===== src/rtl/stage_wb_multi_if.sv =====
// Bundle/handshake bundle between MEM, the writeback stage, the register file, ID forwarding and trace.
interface stage_wb_multi_if #(
    parameter int LANES    = 2,
    parameter int RF_PORTS = 1,
    parameter int DATA_W   = 32,
    parameter int ADDR_W   = 5,
    parameter int PC_W     = 32
);
    logic                       validin;
    logic                       allowin;
    logic                       validout;
    logic                       allowout;
    logic                       flush;
    logic [LANES-1:0]           in_lane_vld;
    logic [LANES*PC_W-1:0]      in_pc;
    logic [LANES-1:0]           in_rf_we;
    logic [LANES*ADDR_W-1:0]    in_rf_waddr;
    logic [LANES*DATA_W-1:0]    in_rf_wdata;
    logic [RF_PORTS-1:0]        rf_we;
    logic [RF_PORTS*ADDR_W-1:0] rf_waddr;
    logic [RF_PORTS*DATA_W-1:0] rf_wdata;
    logic [LANES*PC_W-1:0]      out_pc;
    logic [LANES-1:0]           out_lane_vld;
    logic [LANES-1:0]           fwd_we;
    logic [LANES*ADDR_W-1:0]    fwd_addr;
    logic [LANES*DATA_W-1:0]    fwd_data;
    logic [31:0]                retire_cnt;

    modport master (
        output validin, allowout, flush, in_lane_vld, in_pc, in_rf_we, in_rf_waddr, in_rf_wdata,
        input  allowin, validout, rf_we, rf_waddr, rf_wdata, out_pc, out_lane_vld,
               fwd_we, fwd_addr, fwd_data, retire_cnt
    );

    modport slave (
        input  validin, allowout, flush, in_lane_vld, in_pc, in_rf_we, in_rf_waddr, in_rf_wdata,
        output allowin, validout, rf_we, rf_waddr, rf_wdata, out_pc, out_lane_vld,
               fwd_we, fwd_addr, fwd_data, retire_cnt
    );
endinterface


===== src/rtl/stage_wb_multi.sv =====
// Multi-lane writeback: holds one bundle and retires its register writes over as many cycles as
// the RF write ports require, with forwarding, flush and a retired-lane counter.
//
// state | meaning
// EMPTY | no bundle held
// DRAIN | bundle held, register writes still pending
// DONE  | bundle held, all writes issued, waiting for trace to accept
module stage_wb_multi #(
    parameter int LANES    = 2,
    parameter int RF_PORTS = 1,
    parameter int DATA_W   = 32,
    parameter int ADDR_W   = 5,
    parameter int PC_W     = 32
) (
    input logic             clk,
    input logic             rst,
    stage_wb_multi_if.slave bus
);
    localparam int LIW = (LANES > 1) ? $clog2(LANES) : 1;

    typedef enum logic [1:0] {
        EMPTY = 2'd0,
        DRAIN = 2'd1,
        DONE  = 2'd2
    } state_t;

    state_t              state;
    logic [LANES-1:0]    lane_vld_q;
    logic [LANES-1:0]    we_q;
    logic [LANES-1:0]    pending_q;
    logic [PC_W-1:0]     pc_q    [LANES];
    logic [ADDR_W-1:0]   waddr_q [LANES];
    logic [DATA_W-1:0]   wdata_q [LANES];
    logic [31:0]         cnt_q;

    logic [LANES-1:0]    new_pending;
    logic [LANES-1:0]    grp;
    logic [RF_PORTS-1:0] port_used;
    logic [RF_PORTS-1:0] port_kill;
    logic [LIW-1:0]      port_lane [RF_PORTS];
    int                  rank;
    logic                valid;
    logic                done;
    logic                accept;
    logic                retire;

    function automatic logic [31:0] popcount(input logic [LANES-1:0] v);
        popcount = '0;
        for (int i = 0; i < LANES; i++) popcount = popcount + 32'(v[i]);
    endfunction

    assign valid  = (state != EMPTY);
    assign done   = valid && ((pending_q & ~grp) == '0);
    assign retire = bus.validout && bus.allowout;
    assign accept = bus.validin && bus.allowin;

    assign bus.validout     = done && !bus.flush;
    assign bus.allowin      = !bus.flush && (!valid || (done && bus.allowout));
    assign bus.out_lane_vld = lane_vld_q;
    assign bus.retire_cnt   = cnt_q;

    // Issue group: the lowest-index pending lanes, at most RF_PORTS of them, in ascending order.
    always_comb begin
        grp       = '0;
        port_used = '0;
        rank      = 0;
        for (int k = 0; k < RF_PORTS; k++) port_lane[k] = '0;
        for (int i = 0; i < LANES; i++) begin
            rank = 0;
            for (int j = 0; j < i; j++) rank = rank + int'(pending_q[j]);
            if (pending_q[i] && rank < RF_PORTS) begin
                grp[i] = 1'b1;
                for (int k = 0; k < RF_PORTS; k++) begin
                    if (rank == k) begin
                        port_used[k] = 1'b1;
                        port_lane[k] = LIW'(i);
                    end
                end
            end
        end
    end

    // A later port in the same group carries a higher lane, so it wins a same-address clash.
    always_comb begin
        port_kill = '0;
        for (int k = 0; k < RF_PORTS; k++) begin
            for (int j = k + 1; j < RF_PORTS; j++) begin
                if (port_used[j] && (waddr_q[port_lane[j]] == waddr_q[port_lane[k]]))
                    port_kill[k] = 1'b1;
            end
        end
    end

    for (genvar k = 0; k < RF_PORTS; k++) begin : g_port
        assign bus.rf_we[k] = (state == DRAIN) && !bus.flush && port_used[k] && !port_kill[k];
        assign bus.rf_waddr[k*ADDR_W +: ADDR_W] = waddr_q[port_lane[k]];
        assign bus.rf_wdata[k*DATA_W +: DATA_W] = wdata_q[port_lane[k]];
    end

    for (genvar i = 0; i < LANES; i++) begin : g_lane
        assign new_pending[i] = bus.in_lane_vld[i] & bus.in_rf_we[i]
                              & (bus.in_rf_waddr[i*ADDR_W +: ADDR_W] != '0);
        assign bus.fwd_we[i]  = valid & !bus.flush & lane_vld_q[i] & we_q[i] & (waddr_q[i] != '0);
        assign bus.fwd_addr[i*ADDR_W +: ADDR_W] = waddr_q[i];
        assign bus.fwd_data[i*DATA_W +: DATA_W] = wdata_q[i];
        assign bus.out_pc[i*PC_W +: PC_W]       = pc_q[i];
    end

    always_ff @(posedge clk) begin
        if (rst) begin
            state      <= EMPTY;
            pending_q  <= '0;
            lane_vld_q <= '0;
            we_q       <= '0;
            cnt_q      <= '0;
            for (int i = 0; i < LANES; i++) begin
                pc_q[i]    <= '0;
                waddr_q[i] <= '0;
                wdata_q[i] <= '0;
            end
        end else if (bus.flush) begin
            state     <= EMPTY;
            pending_q <= '0;
        end else begin
            if (retire) cnt_q <= cnt_q + popcount(lane_vld_q);
            if (accept) begin
                state      <= (new_pending != '0) ? DRAIN : DONE;
                pending_q  <= new_pending;
                lane_vld_q <= bus.in_lane_vld;
                we_q       <= bus.in_rf_we;
                for (int i = 0; i < LANES; i++) begin
                    pc_q[i]    <= bus.in_pc[i*PC_W +: PC_W];
                    waddr_q[i] <= bus.in_rf_waddr[i*ADDR_W +: ADDR_W];
                    wdata_q[i] <= bus.in_rf_wdata[i*DATA_W +: DATA_W];
                end
            end else if (retire) begin
                state     <= EMPTY;
                pending_q <= '0;
            end else if (state == DRAIN) begin
                pending_q <= pending_q & ~grp;
                if (done) state <= DONE;
            end
        end
    end
endmodule


===== src/flat_wrapper.sv =====
// flat-port wrapper written by rule: the top's interface ports become plain ports
module stage_wb_multi_flat 
#(
    parameter int LANES    = 2,
    parameter int RF_PORTS = 1,
    parameter int DATA_W   = 32,
    parameter int ADDR_W   = 5,
    parameter int PC_W     = 32
)
  (clk, rst, bus_validin, bus_allowout, bus_flush, bus_in_lane_vld, bus_in_pc, bus_in_rf_we, bus_in_rf_waddr, bus_in_rf_wdata, bus_allowin, bus_validout, bus_rf_we, bus_rf_waddr, bus_rf_wdata, bus_out_pc, bus_out_lane_vld, bus_fwd_we, bus_fwd_addr, bus_fwd_data, bus_retire_cnt);
  stage_wb_multi_if #(.LANES(LANES), .RF_PORTS(RF_PORTS), .DATA_W(DATA_W), .ADDR_W(ADDR_W), .PC_W(PC_W)) bus_i ();
  input logic clk;
  input logic rst;
  input wire logic [$bits(bus_i.validin)-1:0] bus_validin;
  input wire logic [$bits(bus_i.allowout)-1:0] bus_allowout;
  input wire logic [$bits(bus_i.flush)-1:0] bus_flush;
  input wire logic [$bits(bus_i.in_lane_vld)-1:0] bus_in_lane_vld;
  input wire logic [$bits(bus_i.in_pc)-1:0] bus_in_pc;
  input wire logic [$bits(bus_i.in_rf_we)-1:0] bus_in_rf_we;
  input wire logic [$bits(bus_i.in_rf_waddr)-1:0] bus_in_rf_waddr;
  input wire logic [$bits(bus_i.in_rf_wdata)-1:0] bus_in_rf_wdata;
  output wire logic [$bits(bus_i.allowin)-1:0] bus_allowin;
  output wire logic [$bits(bus_i.validout)-1:0] bus_validout;
  output wire logic [$bits(bus_i.rf_we)-1:0] bus_rf_we;
  output wire logic [$bits(bus_i.rf_waddr)-1:0] bus_rf_waddr;
  output wire logic [$bits(bus_i.rf_wdata)-1:0] bus_rf_wdata;
  output wire logic [$bits(bus_i.out_pc)-1:0] bus_out_pc;
  output wire logic [$bits(bus_i.out_lane_vld)-1:0] bus_out_lane_vld;
  output wire logic [$bits(bus_i.fwd_we)-1:0] bus_fwd_we;
  output wire logic [$bits(bus_i.fwd_addr)-1:0] bus_fwd_addr;
  output wire logic [$bits(bus_i.fwd_data)-1:0] bus_fwd_data;
  output wire logic [$bits(bus_i.retire_cnt)-1:0] bus_retire_cnt;
  assign bus_i.validin = bus_validin;
  assign bus_i.allowout = bus_allowout;
  assign bus_i.flush = bus_flush;
  assign bus_i.in_lane_vld = bus_in_lane_vld;
  assign bus_i.in_pc = bus_in_pc;
  assign bus_i.in_rf_we = bus_in_rf_we;
  assign bus_i.in_rf_waddr = bus_in_rf_waddr;
  assign bus_i.in_rf_wdata = bus_in_rf_wdata;
  assign bus_allowin = bus_i.allowin;
  assign bus_validout = bus_i.validout;
  assign bus_rf_we = bus_i.rf_we;
  assign bus_rf_waddr = bus_i.rf_waddr;
  assign bus_rf_wdata = bus_i.rf_wdata;
  assign bus_out_pc = bus_i.out_pc;
  assign bus_out_lane_vld = bus_i.out_lane_vld;
  assign bus_fwd_we = bus_i.fwd_we;
  assign bus_fwd_addr = bus_i.fwd_addr;
  assign bus_fwd_data = bus_i.fwd_data;
  assign bus_retire_cnt = bus_i.retire_cnt;
  stage_wb_multi #(.LANES(LANES), .RF_PORTS(RF_PORTS), .DATA_W(DATA_W), .ADDR_W(ADDR_W), .PC_W(PC_W)) u_core (.clk(clk), .rst(rst), .bus(bus_i));
endmodule

===== config.mk =====
export PLATFORM = sky130hd
export DESIGN_NAME = stage_wb_multi_flat
export DESIGN_NICKNAME = d
export VERILOG_FILES = /design/src/rtl/stage_wb_multi_if.sv /design/src/rtl/stage_wb_multi.sv /design/src/flat_wrapper.sv
export SDC_FILE = /design/constraint.sdc
export NUM_CORES = 1
export LEC_CHECK = 0
export BUFFER_PORTS_ARGS = -buffer_cell sky130_fd_sc_hd__buf_4
export CORE_AREA = 2 2 139 141
export DETAILED_ROUTE_END_ITERATION = 12
export DIE_AREA = 0 0 141 143
export PLACE_DENSITY = 0.76
export SLEW_MARGIN = 15
export SYNTH_ARGS = -nofsm -noshare
export SYNTH_HDL_FRONTEND = slang
export SYNTH_SLANG_ARGS = --single-unit

===== constraint.sdc =====
create_clock -name clk -period 13.45 [get_ports clk]
set_clock_uncertainty 0.2 [all_clocks]
set_input_delay 1.345 -clock clk [delete_from_list [all_inputs] [get_ports clk]]
set_output_delay 1.345 -clock clk [all_outputs]
set_load 0.03 [all_outputs]

# [Word-level counts from Yosys, hierarchy flattened]
# Memories as Yosys holds them, arrays and structs flattened.
# Index checks and enable logic that the tools add are counted.
[word_totals] n_memories=3 in_bits=147 ram_bits=138 register_bits=40 output_inout_bits=214
[classes] muxes=26 magnitude_cmp=1 bitwise_logic=20 n_reduce_logical=26 eq_ne=1 addsub=2
[mem_list] name="u_core.pc_q" words=2 word_bits=32 rd=2 rd_clocked_by_memory_dff=0 write_ports=2 line="stage_wb_multi.sv:31" text="logic [PC_W-1:0] pc_q [LANES];"
[mem_list] name="u_core.wdata_q" words=2 word_bits=32 rd=3 rd_clocked_by_memory_dff=0 write_ports=2 line="stage_wb_multi.sv:33" text="logic [DATA_W-1:0] wdata_q [LANES];"
[mem_list] name="u_core.waddr_q" words=2 word_bits=5 rd=3 rd_clocked_by_memory_dff=0 write_ports=2 line="stage_wb_multi.sv:32" text="logic [ADDR_W-1:0] waddr_q [LANES];"
[op_table] operator="two-way mux 32 bit" n=4
[op_table] operator="adder 32 bit" n=1
[op_table] operator="logical NOT 32 bit" n=1
[op_table] operator="nonzero test 5 bit" n=4
[op_table] operator="two-way mux 2 bit" n=8
[op_table] operator="two-way mux 1 bit" n=12
[op_table] operator="bitwise AND 1 bit" n=11
[op_table] operator="two-way mux 5 bit" n=2
[op_table] operator="logical AND 1 bit" n=9
[op_table] operator="OR 1 bit" n=6
[op_table] operator="AND reduction 2 bit" n=3
[op_table] operator="nonzero test 3 bit" n=2
[op_table] operator="nonzero test 2 bit" n=2
[op_table] operator="adder 1 x 1 -> 2 bit" n=1
[op_table] operator="bitwise AND 2 bit" n=1
[op_table] operator="equality test 2 x 1 -> 1 bit, second input constant" n=1
[op_table] operator="logical NOT 1 bit" n=2
[op_table] operator="logical NOT 2 bit" n=1
[op_table] operator="NOT 2 bit" n=1
[op_table] operator="OR reduction 2 bit" n=1
[op_table] operator="logical OR 1 bit" n=1
[op_table] operator="< comparator 1 bit, second input constant" n=1
[op_table] operator="NOT 1 bit" n=1

# [Logic depth before layout (Yosys ltp)]
[logic_depth] ltp_word=16 ltp_mapped=9 ltp_nobuf=8

# [Worst setup path before layout]
# Ideal clock, no wire load.
[synth_timing] path_type="input to register" from="input bus_allowout" to="memory u_core.pc_q[0][0] (enable)" setup_slack_ns=7.923 arrival_time_ns=4.837 path_stages=5 path_cell_list="a21boi_4 > o21bai_2 > inv_1 > a21oi_1 > inv_1"
[synth_rtl] element="start, declared" line="flat_wrapper.sv:15" text="input wire logic [$bits(bus_i.allowout)-1:0] bus_allowout;"
[synth_rtl] element="end, declared" line="stage_wb_multi.sv:31"

# [Final worst setup path]
[layout_timing] from="input bus_flush" to="output bus_fwd_we[1]"
[layout_between] elab_chain_len=5
[layout_rtl] element="start, declared" line="flat_wrapper.sv:16" text="input wire logic [$bits(bus_i.flush)-1:0] bus_flush;"
[layout_rtl] element="logical NOT 1 bit" line="stage_wb_multi.sv:103" text="assign bus.fwd_we[i] = valid & !bus.flush & lane_vld_q[i] & we_q[i] & (waddr_q[i] != '0);"
[layout_rtl] element="bitwise AND 1 bit (4 in series)" line="stage_wb_multi.sv:103"
[layout_rtl] element="end, declared" line="flat_wrapper.sv:29" text="output wire logic [$bits(bus_i.fwd_we)-1:0] bus_fwd_we;"
# No other way between the ends.

==> tab_implementation.tex <==
\begin{tabular}{lr}
\hline
Metric & Value \\
\hline
\multicolumn{2}{l}{\textbf{Status}} \\
Run status & finished clean \\
\multicolumn{2}{l}{\textbf{Power}} \\
IR drop worst, VDD & 0.0815 mV \\
Sequential share of power & 46.8\% \\
Clock share of power & 37.9\% \\
Psw & 0.354 mW \\
Fraction of power spent switching nets & 26.2\% \\
PD cells & 121 nW/um\^{}2 \\
Leakage power figure & 4.88 nW \\
Comb power frac & 15.2\% \\
Total internal power & 1.00 mW \\
Total power of the final layout & 1.35 mW \\
\multicolumn{2}{l}{\textbf{Critical path}} \\
Startpoint of the most critical register-to-register path & u\_core.pending\_q[1] \\
R2R cell count & 6 \\
R2R Setup Slk & 10.24 ns \\
Worst EP required & 11.90 ns \\
Worst setup path start & bus\_flush \\
Cell family with most CP delay & compound AO/OA/AOI/OAI gates \\
Stage delay of the slowest cell on the critical path & 0.45 ns \\
Buffer and inverter count on the worst path & 2 \\
Crit-path cells & buf\_4 > o21ba\_2 > nand3\_1 > a21oi\_1 > buf\_4 \\
Cell seen most often among critical-path stages & buf\_4 \\
Type of destination of the critical path & output pin \\
Worst reg2reg path endpoint & u\_core.waddr\_q[1][2] \\
CP max stage cell & o21ba\_2 \\
Kind of start point of the critical path & input pin \\
Setup Crit Path Kind & in -> out \\
Top fanout value on the critical path & 14 \\
Data arrival, critical path & 2.42 ns \\
End point of the critical path & bus\_fwd\_we[1] \\
WP depth & 5 \\
\multicolumn{2}{l}{\textbf{Drt}} \\
Number of iterations in the first detailed-routing pass & 4 \\
Number of nets with antenna violations after detailed routing & 0 \\
Routed wire length & 22.5 mm \\
Vias & 5897 \\
Vias per Instance & 4.97 \\
Number of DRC markers after the initial detailed-route iteration & 253 \\
DR DRC count & 0 \\
Average wire length per cell after detail routing & 18.9 microns \\
\multicolumn{2}{l}{\textbf{Synthesis}} \\
Multiplexer area fraction after synthesis & 7.12\% \\
Area of the mapped netlist & 7750 sq um \\
Share of synthesized cell area in and, or, nand and nor gates & 20.8\% \\
Asr flop ratio synth & 0\% \\
Ys Warns & 0 \\
Post-Synthesis Cells & 591 \\
Post-Synth Adder-Cell Area & 0.743\% \\
Synthesized area divided by synthesized cell count & 13.1 sq um \\
Most used DFF post-synth & edfxtp\_1 \\
Number of enable-type register cells in the synthesized netlist & 138 \\
Flip-flop and latch count after synthesis & 178 \\
Compound-cell area share of the yosys netlist & 4.49\% \\
XOR/XNOR Fraction of Synth Area & 0.565\% \\
Number of distinct library cell variants in the gate-level netlist after synthesis & 48 \\
Synthesized Nets & 742 \\
Sequential area share after synthesis & 63.8\% \\
Dominant combinational cell family by area after synthesis & simple AND/OR/NAND/NOR gates \\
\multicolumn{2}{l}{\textbf{Placed design}} \\
Number of I/O port buffers & 360 \\
Placed cell count & 1155 \\
Weighted congestion reported at the end of routability-driven placement & 0.829 \\
Area post-placement & 10600 sq um \\
HPWL Detailed & 16.6 mm \\
Worst slack after detailed placement & 9.22 ns \\
\multicolumn{2}{l}{\textbf{Global route}} \\
Overflow after GRT & 0 \\
GRT Util Overall & 21.3\% \\
Wire length of the first global-routing pass & 32.7 mm \\
Via count of the first global-routing pass & 5669 \\
Antenna violations before repair & 0 \\
Largest net degree at the start of global routing & 131 \\
\multicolumn{2}{l}{\textbf{STA}} \\
Hold Fails Final Rpt & 0 \\
Max-slew headroom & 26.6\% \\
Number of max-slew violations in the final report & 0 \\
Smallest setup slack after layout & 9.48 ns \\
Maximum clock frequency & 0.252 GHz \\
Worst Hold Slack & 0.296 ns \\
Final Cycle Share & 29.5\% \\
Total setup violations reported at the end of the flow & 0 \\
Worst-margin pin slew & 1.10 ns \\
Min Clock Period, post-route & 3.97 ns \\
RSZ-0062 raised after global routing & no \\
Setup TNS Final & 0 ns \\
\multicolumn{2}{l}{\textbf{Min path}} \\
Worst min-delay path startpoint & u\_core.we\_q[1] \\
Kind of path behind the tightest hold check & reg -> reg \\
\multicolumn{2}{l}{\textbf{Clock tree}} \\
Count of hold buffers inserted by post-cts repair & 0 \\
Number of cells upsized or downsized after cts & 0 \\
Clock Path Buffers & 2 \\
Count of H-tree levels built during CTS & 4 \\
Clock-pin slew on the worst setup and hold paths & 0.07 ns \\
Buffers inserted by post-CTS timing repair & 0 \\
Clock Latency Late Sink & 0.42 ns \\
TritonCTS clock tree & yes \\
CTS root buffer & clkbuf\_16 \\
Number of buffers created by CTS & 17 \\
Count of clock tree sinks & 178 \\
\multicolumn{2}{l}{\textbf{Floorplan}} \\
Row Count & 50 \\
Initial Util & 41.7\% \\
Area inside the core boundary & 18600 sq um \\
Number of top-level pins & 361 \\
Total die area & 20200 sq um \\
Die X & 141 microns \\
Y dimension of the die & 143 microns \\
\multicolumn{2}{l}{\textbf{Layout}} \\
Area growth syn-to-layout & 44.8\% \\
Layout cell share with drive strength beyond 1 & 47.5\% \\
Final core utilization & 60.4\% \\
Final std cell area, no fill & 11200 sq um \\
Number of nets in the layout & 1091 \\
Number of standard cells in the layout, taps in and fillers out & 1187 \\
Antenna cell count & 0 \\
Most common cell after layout, fill and taps aside & buf\_4 \\
Commonest non-fill, non-tap cells in the layout & buf\_4, and2\_1, edfxtp\_1 \\
\multicolumn{2}{l}{\textbf{Run}} \\
Max-cap violations & 0 \\
\hline
\end{tabular}
==> cell type report <==
| type | instances | area [sq um] |
|---|---|---|
| Clock buffer | 18 | 429 |
| Clock inverter | 14 | 175 |
| Fill cell | 1475 | 7360 |
| Inverter | 9 | 38.8 |
| Multi-Input combinational cell | 371 | 2620 |
| Sequential cell | 178 | 4940 |
| Tap cell | 234 | 293 |
| Timing Repair Buffer | 363 | 2730 |
==> power groups by stage <==
stage	registers, mW	logic [mW]	clock network, mW
2_1_floorplan	0.701	0.0522	0
3_3_place_gp	0.646	0.207	0
3_5_place_dp	0.647	0.208	0
4_1_cts	0.635	0.208	0.521
5_1_grt	0.637	0.216	0.543
6_report	0.634	0.206	0.514
==> how the worst min path moves through the flow <==
| stage | endpoint | slack [ns] | cells after the start |
|---|---|---|---|
| floorplan | u_core.we_q[0] | 0.25 | 1 |
| global placement | u_core.bus.retire_cnt[0] | 0.27 | 2 |
| detailed placement | u_core.we_q[1] | 0.28 | 1 |
| CTS | u_core.we_q[1] | 0.30 | 1 |
| global route | u_core.we_q[1] | 0.33 | 1 |
| finish | u_core.we_q[1] | 0.30 | 1 |
==> kinds of logic (layout without fill, tap and decap cells) <==
group                      count (synthesis)  in the layout
and+or+nand+nor                          263            263
DFF                                      178            178
AOI/OAI and AO/OA                         50             50
muxes                                     49             49
buffers and inverters                     42            404
xor gates and xnor gates                   5              5
adders and majority gates                  4              4
==> cells in the mapped netlist, types with 2 or more instances <==
master,n,area [sq um]
and2_1,142,888
edfxtp_1,138,4140
mux2_2,49,552
dfxtp_1,40,801
nor2_1,22,82.6
a21oi_1,19,95.1
clkbuf_1,17,63.8
nand2_1,15,56.3
nor2b_1,13,81.3
nand4_1,12,75.1
nor4_1,12,75.1
inv_1,9,33.8
or4_1,9,67.6
nand3_1,8,40.0
clkbuf_2,7,35.0
o21ai_0,7,35.0
o31ai_1,7,52.6
or3_1,7,43.8
and4_1,5,43.8
a22o_1,4,35.0
buf_2,4,20.0
nand2b_1,4,25.0
nor3_1,4,20.0
xor2_1,4,35.0
buf_4,3,22.5
ha_1,3,37.5
a21o_1,2,15.0
a32o_1,2,20.0
and3_1,2,12.5
nand4_4,2,42.5
o211ai_1,2,15.0
==> registers in the layout, summed over array words and instances, names as in the netlist <==
register / count
u_core.bus.out_lane_vld: 2
u_core.bus.retire_cnt: 32
u_core.pc_q: 64
u_core.pending_q: 2
u_core.state: 2
u_core.waddr_q: 10
u_core.wdata_q: 64
u_core.we_q: 2
==> metal layers <==
| metal | global-route usage (%) | share of wire (%) | vias up |
|---|---|---|---|
| met3 | 6.47 | 7.5 | 24 |
| met1 | 26.0 | 39 | 2816 |
| met4 | 6.32 | 1.6 | 0 |
| met2 | 36.7 | 52 | 218 |
| met5 | 0 | 0 | - |
| li1 | - | - | 2839 |
Note: power is estimated with default switching activity, not from simulation.
